### src/rtl/fp_arb_pkg.sv
// Shared types and the round-robin pick helper for the FP16 adder arbiter.
// Tag ids are sized for the largest supported requester count (8).
package fp_arb_pkg;

   localparam int FP16_W   = 16;
   localparam int MAX_REQ  = 8;
   localparam int TAG_ID_W = 3;
   localparam int TAG_W    = TAG_ID_W + 1;

   typedef struct packed {
      logic                valid;
      logic [TAG_ID_W-1:0] id;
   } tag_t;

   // Scan nearest-last so the first requester at or after ptr wins
   function automatic tag_t rr_pick(
      input logic [MAX_REQ-1:0]  req,
      input logic [TAG_ID_W-1:0] ptr,
      input int                  n
   );
      tag_t r;
      int   j;
      r = '0;
      for (int k = MAX_REQ - 1; k >= 0; k--) begin
         if (k < n) begin
            j = int'(ptr) + k;
            if (j >= n) j = j - n;
            if (req[j]) begin
               r.valid = 1'b1;
               r.id    = j[TAG_ID_W-1:0];
            end
         end
      end
      return r;
   endfunction

endpackage

### src/rtl/fp_arb_tag_pipe.sv
// Enabled shift register carrying request tags in lockstep with the adder.
module fp_arb_tag_pipe #(
   parameter int DEPTH = 5,
   parameter int W     = 4
) (
   input  logic                      clk,
   input  logic                      reset,
   input  logic                      i_en,
   input  logic [W-1:0]              i_d,
   output logic [W-1:0]              o_q,
   output logic [DEPTH-1:0][W-1:0]   o_stages
);

   logic [DEPTH-1:0][W-1:0] r_q;

   always_ff @(posedge clk or posedge reset) begin
      if (reset) begin
         r_q <= '0;
      end else if (i_en) begin
         r_q[0] <= i_d;
         for (int k = 1; k < DEPTH; k++) begin
            r_q[k] <= r_q[k-1];
         end
      end
   end

   assign o_q      = r_q[DEPTH-1];
   assign o_stages = r_q;

endmodule

### src/rtl/fp_adder_arbiter.sv
// Round-robin sharing of one pipelined FP16 adder among NUM_REQ requesters.
// Optional perf counters: define FPADD_ARB_PERF_EN.
module fp_adder_arbiter
   import fp_arb_pkg::*;
#(
   parameter int NUM_REQ     = 4,
   parameter int DATA_WIDTH  = FP16_W,
   parameter int ADD_LATENCY = 5
) (
   input  logic                          clk,
   input  logic                          reset,
   input  logic [NUM_REQ-1:0]            req_valid,
   output logic [NUM_REQ-1:0]            req_ready,
   input  logic [NUM_REQ*DATA_WIDTH-1:0] req_a,
   input  logic [NUM_REQ*DATA_WIDTH-1:0] req_b,
   output logic [NUM_REQ-1:0]            rsp_valid,
   input  logic [NUM_REQ-1:0]            rsp_ready,
   output logic [DATA_WIDTH-1:0]         rsp_data,
   output logic                          add_en,
   output logic [DATA_WIDTH-1:0]         add_a,
   output logic [DATA_WIDTH-1:0]         add_b,
   input  logic [DATA_WIDTH-1:0]         add_result,
`ifdef FPADD_ARB_PERF_EN
   output logic [31:0]                   perf_issue_cnt,
   output logic [31:0]                   perf_stall_cnt,
   output logic [31:0]                   perf_idle_cnt,
`endif
   output logic                          busy
);

   localparam int ID_W = $clog2(NUM_REQ);

   logic [ID_W-1:0]                     r_ptr;
   logic [MAX_REQ-1:0]                  w_req_x;
   logic [MAX_REQ-1:0]                  w_rdy_x;
   logic                                w_stall;
   tag_t                                w_pick;
   tag_t                                w_grant;
   tag_t                                w_tag_out;
   logic [ADD_LATENCY-1:0][TAG_W-1:0]   w_stages;

   assign w_req_x = MAX_REQ'(req_valid);
   assign w_rdy_x = MAX_REQ'(rsp_ready);
   assign w_stall = w_tag_out.valid & ~w_rdy_x[w_tag_out.id];
   assign add_en  = ~w_stall;
   assign w_pick  = rr_pick(w_req_x, TAG_ID_W'(r_ptr), NUM_REQ);

   always_comb begin
      w_grant       = w_pick;
      w_grant.valid = w_pick.valid & ~w_stall & ~reset;
   end

   always_comb begin
      req_ready = '0;
      add_a     = '0;
      add_b     = '0;
      for (int i = 0; i < NUM_REQ; i++) begin
         if (w_grant.valid && w_grant.id == TAG_ID_W'(i)) begin
            req_ready[i] = 1'b1;
            add_a        = req_a[i*DATA_WIDTH +: DATA_WIDTH];
            add_b        = req_b[i*DATA_WIDTH +: DATA_WIDTH];
         end
      end
   end

   always_ff @(posedge clk or posedge reset) begin
      if (reset) begin
         r_ptr <= '0;
      end else if (w_grant.valid) begin
         if (w_grant.id == TAG_ID_W'(NUM_REQ - 1)) r_ptr <= '0;
         else r_ptr <= ID_W'(w_grant.id + 1'b1);
      end
   end

   fp_arb_tag_pipe #(
      .DEPTH (ADD_LATENCY),
      .W     (TAG_W)
   ) u_tags (
      .clk      (clk),
      .reset    (reset),
      .i_en     (add_en),
      .i_d      (w_grant),
      .o_q      (w_tag_out),
      .o_stages (w_stages)
   );

   always_comb begin
      rsp_valid = '0;
      for (int i = 0; i < NUM_REQ; i++) begin
         rsp_valid[i] = w_tag_out.valid & (w_tag_out.id == TAG_ID_W'(i));
      end
   end

   assign rsp_data = add_result;

   always_comb begin
      busy = 1'b0;
      for (int k = 0; k < ADD_LATENCY; k++) begin
         busy = busy | w_stages[k][TAG_W-1];
      end
   end

`ifdef FPADD_ARB_PERF_EN
   always_ff @(posedge clk or posedge reset) begin
      if (reset) begin
         perf_issue_cnt <= '0;
         perf_stall_cnt <= '0;
         perf_idle_cnt  <= '0;
      end else begin
         if (w_grant.valid && perf_issue_cnt != '1)
            perf_issue_cnt <= perf_issue_cnt + 32'd1;
         if (w_stall && perf_stall_cnt != '1)
            perf_stall_cnt <= perf_stall_cnt + 32'd1;
         if (!busy && req_valid == '0 && perf_idle_cnt != '1)
            perf_idle_cnt <= perf_idle_cnt + 32'd1;
      end
   end
`endif

endmodule

### config.mk
export PLATFORM = sky130hd
export DESIGN_NAME = fp_adder_arbiter
export DESIGN_NICKNAME = d
export VERILOG_FILES = /design/src/rtl/fp_arb_pkg.sv /design/src/rtl/fp_arb_tag_pipe.sv /design/src/rtl/fp_adder_arbiter.sv
export SDC_FILE = /design/constraint.sdc
export NUM_CORES = 1
export LEC_CHECK = 0
export CELL_PAD_IN_SITES_DETAIL_PLACEMENT = 0
export CELL_PAD_IN_SITES_GLOBAL_PLACEMENT = 1
export CORE_MARGIN = 5
export CORE_UTILIZATION = 22
export CTS_CLUSTER_SIZE = 30
export DETAILED_ROUTE_END_ITERATION = 8
export GPL_TIMING_DRIVEN = 0
export MAX_ROUTING_LAYER = met4
export PLACE_DENSITY = 0.78
export REMOVE_ABC_BUFFERS = 1
export SYNTH_ARGS = -nofsm -noshare
export SYNTH_HDL_FRONTEND = slang
export SYNTH_HIERARCHICAL = 1
export SYNTH_SLANG_ARGS = --single-unit
export TNS_END_PERCENT = 10
### constraint.sdc
create_clock -name clk -period 4.5 [get_ports clk]
set_clock_uncertainty 0.05 [all_clocks]
set_input_delay 0.9 -clock clk [delete_from_list [all_inputs] [get_ports clk]]
set_output_delay 0.9 -clock clk [all_outputs]
set_load 0.02 [all_outputs]
Yosys cells after proc, flatten, opt, wreduce, memory -nomap -nowiden
Index checks and enable logic that the tools add are counted.

$add $sub $neg: 8. $lt $le $gt $ge: 9. Equality and inequality tests: 6. Multiplexer cells: 35. Bitwise gates (word level): 14. Reduce and logical (&&, ||, !) cells: 6.

Operators by type and width (number): 32-bit by 5-bit less-than comparator with 1-bit output (second input constant) (4); 16-bit two-way mux (8); 32-bit two-way mux (4); 4-bit two-way mux (4); 1-bit binary-select mux with 3-bit select (5); 1-bit two-way mux (13); 3-bit by 2-bit equality test with 1-bit output (second input constant) (4); 3-bit by 3-bit subtractor with 4-bit output (second input constant) (3); 3-bit greater-or-equal comparator (second input constant) (3); 1-bit AND (7); 2-bit by 2-bit adder with 3-bit output (second input constant) (2); 3-bit by 1-bit equality test with 1-bit output (second input constant) (2); 3-bit logical NOT (2); 1-bit logical AND (4); 3-bit by 4-bit less-than comparator with 1-bit output (second input constant) (1); 1-bit bitwise OR (4); 2-bit by 3-bit subtractor with 4-bit output (second input constant) (1); 2-bit by 1-bit adder with 3-bit output (second input constant) (1); 2-bit by 3-bit greater-or-equal comparator with 1-bit output (second input constant) (1); 1-bit NOT (3); 2-bit by 1-bit adder with 2-bit output (second input constant) (1); 2-bit two-way mux (1).

Bits in registers: 22. Bits of input ports: 154. Word-level logic and storage cells: 84.

Longest topological paths before layout
Gate-level depths: netlist of the first run.

Depth after elaboration: 17. Gate-level depth with buffers: 17.

Modules after synthesis
Netlist of the first run, hierarchy kept.

Modules (own cells, without submodules): fp_adder_arbiter (instances 1, cells an instance 270, area each 1720.4 µm²); fp_arb_tag_pipe (instances 1, cells an instance 47, area each 857.1 µm²).

Least setup slack after synthesis of the first run
Ideal clock, no wire load.

Path type: reg2out. From: register r_ptr[0]. To: output port add_b[0]. Arrival: 3484 ps. Required time: 3550 ps. Path slack: 66 ps. Cell stages (with the launch flop): 18. Path buffers: 4. Path through: dfrtp_1 buf_6 inv_2 ha_1 mux2_2 mux2i_1 a211o_1 a21oi_1 mux2_2 ha_1 clkbuf_1 nor2b_1 clkbuf_1 clkbuf_1 a221oi_1 nor3_1 a21oi_1 nor2_1.

RTL lines: start, declared (RTL line fp_adder_arbiter.sv:33) `logic [ID_W-1:0] r_ptr;`; start signal, assigned (RTL line fp_adder_arbiter.sv:71) `else r_ptr <= ID_W'(w_grant.id + 1'b1);`; end, declared (RTL line fp_adder_arbiter.sv:21) `output logic [DATA_WIDTH-1:0] add_b,`.

==> impl_metrics.toml, run 1 <==
[status]
outcome = "finished, final reports clean"

[drt]
drc_errors = 0
detail_route.wl_per_cell_um = 19.0
vias_per_cell = 5.01
routed_wirelength_um = 11900
ant_nets = 0
drt_iter0_drc = 108
routed-via-count = 3137
drtPass1Iterations = 4

[timing]
rsz0062_at_grt = "true"
fin_setup_tns_ns = 0
max_slew_margin = 0.503
slew_violations = 0
finalCritPeriodShare = 0.974
min_period_ns = 4.38
finalSetupViolCount = 0
whs_ns = 0.465
hold_viol_final = 0
fmax_ghz = 0.228
worst_pin_slew_ns = 0.745

[finish]
final_cell_mix = "clkdlybuf4s50_1 (140), nor2_1 (61), a21oi_1 (33), buf_4 (33), nor3_1 (31)"
syn_to_final_growth_pct = 84.0
multi_input_area_um2 = 1870
fin_nets = 645
layout_commonest_cell = "clkdlybuf4s50_1"
final_layout_size_suffix_gt1_frac = 0.304
fin_cells = 626
regArea_um2 = 553
fillers = 1143
diodes = 0

[floorplan]
start_util = 0.224
dieArea_um2 = 13900
num_rows = 39
dieWidth_um = 118
die_h_um = 118
core-area_um2 = 11400
io_pins = 212

[critical_path]
startpoint_type = "flip-flop"
arrival_ns = 3.43
crit_type = "reg2out"
reg2regPathDepth = 8
crit_top_cell = "ha_4"
slowest_delay_ns = 0.47
ff2ff_setup_slack_ns = 1.91
cp_data_required_time_ns = 3.55
crit_family = "multiplexers"
slowest_stage = "dfrtp_2"
timing.rr.start = "r_ptr[1]"
worstPathCellList = "ha_4 -> mux2_2 -> mux2i_2 -> a211o_1 -> a21oi_2 -> mux2_4 -> ha_4 -> buf_4 -> nor2b_4 -> buf_12 -> a221oi_2 -> nor3_1 -> a21oi_1 -> nor2_1 -> buf_2"
endpoint_kind = "output port"
critical_path_buf_inv_count = 3
r2r-end = "r_ptr[1]"
cp_max_fo = 14

[grt]
grt_pass1_vias = 3328
grt_max_degree = 37
grt-ovfl-total = 0
grt.total_usage = 0.161
antenna_found_initial = 0
grt_first_pass_wirelength_um = 17700

[worst_hold_path]
whs_path_depth = 1
worstHoldStart = "u_tags/o_stages[8]"
holdPathEnd = "u_tags/o_stages[12]"
hold_path_class = "reg2reg"

[placement]
portBuffers = 179
place_congestion = 0.779
placedCellCount = 590
dpl.hpwl_um = 7840

[synth]
syn_area_um2 = 2550
syn_area_per_cell_um2 = 8.14
netlist_instances = 314
ys_warn_count = 6

[clocking]
clock_latency_ns = 0.25
cts_tree = "built"
clk_pin_slew_ns = 0.06
clock_sinks = 22
cts_buffers = 3
cts-root-buf = "clkbuf_16"
cts.htree.levels = 1
cts_hold_buf = 0
clockBufferDepth = 2

[power_and_ir_drop]
p_per_area_nw_per_um2 = 920
p_leak_nw = 1.96
vdd_drop_max_v = 0.000503
total_power_mw = 4.32

[run]
max-cap-violations = 0
## timing repair
item / in CTS / in global routing
endpoints found under the setup margin: 36 / 36
cloned: 2 / 1
resized for setup: 153 / 38
pin swaps: 3 / 3
setup buffers: 25 / 5
## per-layer routing
layer  share of wire  GRT usage
met5               0          -
met4           0.018     0.0466
met3           0.075     0.0394
met2            0.53      0.287
met1            0.38      0.178
## state kept, by name (all words and copies together), names as in the netlist
| register | cells |
|---|---|
| r_ptr | 2 |
| u_tags/o_q | 4 |
| u_tags/o_stages | 16 |
## worst max-delay path by stage
stage / from / end / slack, ns / cells past startpoint
5_1_grt: r_ptr[1] / add_a[0] / -0.08 / 15
4_1_cts: req_valid[2] / add_b[4] / -0.009 / 15
3_3_place_gp: req_valid[3] / add_b[13] / -3.57 / 13
6_report: r_ptr[1] / add_a[3] / 0.12 / 15
3_5_place_dp: req_valid[3] / add_b[13] / -2.40 / 13
2_1_floorplan: r_ptr[0] / add_a[0] / -1.02 / 13
## metrics by stage
step	setup slack [ns]	cell area, um^2	util
detailed placement	-2.40	4250	0.372
finish	0.116	4700	0.412
floorplan	-1.02	2250	-
global placement	-3.57	4220	0.370
global route	-0.0803	4700	0.412
CTS	-0.00897	4550	0.398
## area by class of cell
type,instances,area share
tap,143,0.0381
multi-input combinational,234,0.398
clock buffer,4,0.0189
timing repair buffer,209,0.414
sequential,22,0.118
timing repair inverter,1,0.00160
inverter,13,0.0117
## worst register-to-register path, cell delays in order (launching register included)
cell	delay [ns]
dfrtp_2	0.47
ha_4	0.31
mux2_2	0.35
mux2i_2	0.17
a211o_1	0.22
a21oi_2	0.10
mux2_4	0.31
ha_4	0.24
mux2_2	0.25
## power by group
part / switching, mW / internal (mW) / total [mW] / leakage (nW)
registers: 0.0882 / 0.299 / 0.388 / 0.271
clock network: 0.0685 / 0.136 / 0.204 / 0.0442
logic: 2.00 / 1.74 / 3.73 / 1.64
total: 2.15 / 2.17 / 4.32 / 1.96
No activity file was read; power rests on OpenSTA's default activity.
==> run 2, diff against run 1 <==
--- a/config.mk
+++ b/config.mk
@@ -5,6 +5,8 @@
 export SDC_FILE = /design/constraint.sdc
 export NUM_CORES = 1
 export LEC_CHECK = 0
+export ABC_CLOCK_PERIOD_IN_PS = 4500
+export CAP_MARGIN = 25
 export CELL_PAD_IN_SITES_DETAIL_PLACEMENT = 0
 export CELL_PAD_IN_SITES_GLOBAL_PLACEMENT = 1
 export CORE_MARGIN = 5
==> run 2 against run 1 <==
Final cell count is 1.4% lower. Clock power is 22% higher. Largest power group unchanged. Register-to-register slack hardly changed. Global-route usage is 0.86 points lower. Sequential share of layout area hardly changed. Non-clock buffer count is 8 lower. Hold slack worse by 0.0022 ns. Die area stayed put. Utilization hardly changed. Design area hardly changed.
==> impl_metrics.toml, run 2 (synthesis gave the netlist of run 1 again) <==
[finish]
diodes = 0
fin_nets = 636
final_cell_mix = "clkdlybuf4s50_1 (141), nor2_1 (60), a21oi_1 (33)"
final_layout_size_suffix_gt1_frac = 0.287
largest_reg_flops = 16
layout_commonest_cell = "clkdlybuf4s50_1"
fin_cells = 617
syn_to_final_growth_pct = 83.9

[clocking]
clockBufferDepth = 2
cts_tree = "built"
cts_buffers = 3
clock_latency_ns = 0.26
clock_sinks = 22
cts.htree.levels = 1
clk_pin_slew_ns = 0.06
cts-root-buf = "clkbuf_16"
cts_hold_buf = 0

[placement]
place_congestion = 0.779
dp_slack_ns = -1.59
dpl.hpwl_um = 8060
portBuffers = 179
placedCellCount = 593

[timing]
finalSetupViolCount = 0
whs_ns = 0.463
max_slew_margin = 0.496
worst_pin_slew_ns = 0.755
rsz0062_at_grt = "true"
slew_violations = 0
finalCritPeriodShare = 0.984
fmax_ghz = 0.226
hold_viol_final = 0
min_period_ns = 4.43
timing.final.ws_setup_ns = 0.0726
fin_setup_tns_ns = 0

[floorplan]
core-area_um2 = 11400
num_rows = 39
start_util = 0.224
dieArea_um2 = 13900
die_h_um = 118
dieWidth_um = 118
io_pins = 212

[critical_path]
reg2regPathDepth = 8
worstPathCellList = "dlygate4sd2_1 -> mux2i_4 -> a31oi_1 -> a211o_1 -> a21oi_4 -> mux2i_4 -> ha_4 -> buf_16 -> clkinvlp_4 -> buf_6 -> nor2_1 -> nor3_1 -> a21oi_1 -> nor2_1 -> clkdlybuf4s15_2"
crit_family = "buffers and inverters"
slowest_stage = "a211o_1"
crit_type = "in2out"
slowest_delay_ns = 0.29
cp_max_fo = 14
endpoint_kind = "output port"
startpoint_type = "input port"
arrival_ns = 3.48
cp.depth = 15
critical_path_buf_inv_count = 5
cp_data_required_time_ns = 3.55

[power_and_ir_drop]
p_int_mw = 2.19
vdd_drop_max_v = 0.000606
swShare = 0.495
p_per_area_nw_per_um2 = 924
p_leak_nw = 1.95
pwr-share-clk = 0.057
pwr-share-comb = 0.854
p_sw_mw = 2.15
seqPwrFrac = 0.089

[drt]
routed_wirelength_um = 11700
drtPass1Iterations = 4
drt_iter0_drc = 140
drc_errors = 0
detail_route.wl_per_cell_um = 19.0
vias_per_cell = 4.94
ant_nets = 0
routed-via-count = 3048

[grt]
grt.total_usage = 0.153
grt_max_degree = 37
antenna_found_initial = 0
grt_first_pass_wirelength_um = 17200
grt-ovfl-total = 0
grt_pass1_vias = 3249

[run]
max-cap-violations = 0

[status]
outcome = "finished, final reports clean"

[worst_hold_path]
hold_path_class = "reg2reg"
whs_path_depth = 1
run 2: cell count changes in the layout (fill, tap and decap cells not counted), moves of 2 or more:
| cell | previous run | this run |
|---|---|---|
| buf_2 | 19 | 28 |
| a221oi_2 | 16 | 12 |
| buf_16 | 0 | 3 |
| a221oi_1 | 16 | 20 |
| buf_4 | 33 | 15 |
| mux2i_2 | 3 | 1 |
| mux2i_4 | 2 | 4 |
run 2: path summary, 6_finish.rpt:
path | startpoint | end | slack (ns)
max reg2reg | r_ptr[1] | r_ptr[1] | 1.90
min reg2reg | u_tags/o_stages[10] | u_tags/o_stages[10] | 0.46
max | req_valid[0] | add_a[3] | 0.07
max in group asynchronous | reset | u_tags/o_q[0] | 2.83
min | u_tags/o_stages[10] | u_tags/o_stages[10] | 0.46
min in group asynchronous | reset | r_ptr[0] | 0.84
run 2: through the flow:
stage               instance area (um^2)  utilization  total power [mW]
finish                              4700        0.411              4.34
global route                        4700        0.411              4.69
CTS                                 4620        0.405              4.17
detailed placement                  4340        0.380              3.62
global placement                    4220        0.370              3.43
floorplan                           2250            -              2.38
run 2: power by group through the flow:
stage | registers, mW | logic, mW | clock network [mW]
floorplan | 0.377 | 2.00 | 0
global placement | 0.399 | 3.03 | 0
detailed placement | 0.404 | 3.22 | 0
CTS | 0.390 | 3.53 | 0.252
global route | 0.408 | 4.02 | 0.260
finish | 0.387 | 3.70 | 0.248
run 2: metal layers:
| metal | up-vias | global-route usage | routed length (um) |
|---|---|---|---|
| li1 | 1450 | - | - |
| met1 | 1419 | 0.180 | 4680 |
| met2 | 165 | 0.265 | 5980 |
| met3 | 14 | 0.0370 | 837 |
| met4 | 0 | 0.0301 | 208 |
| met5 | - | - | 0 |
run 2: what timing repair did:
item	4_1_cts	5_1_grt
setup buffers	12	5
cloned	1	2
endpoints found under the setup margin	36	35
gates resized for setup	150	32
pin swaps	3	2
run 2: layout make-up:
class | count | area, um^2
clock inverters | 1 | 30.0
flip-flops and latches | 22 | 553
repair buffers | 201 | 1920
inverters | 13 | 57.6
well taps | 143 | 179
multi-input cells | 234 | 1880
clock buffers | 3 | 75.1
fillers | 1128 | 6720
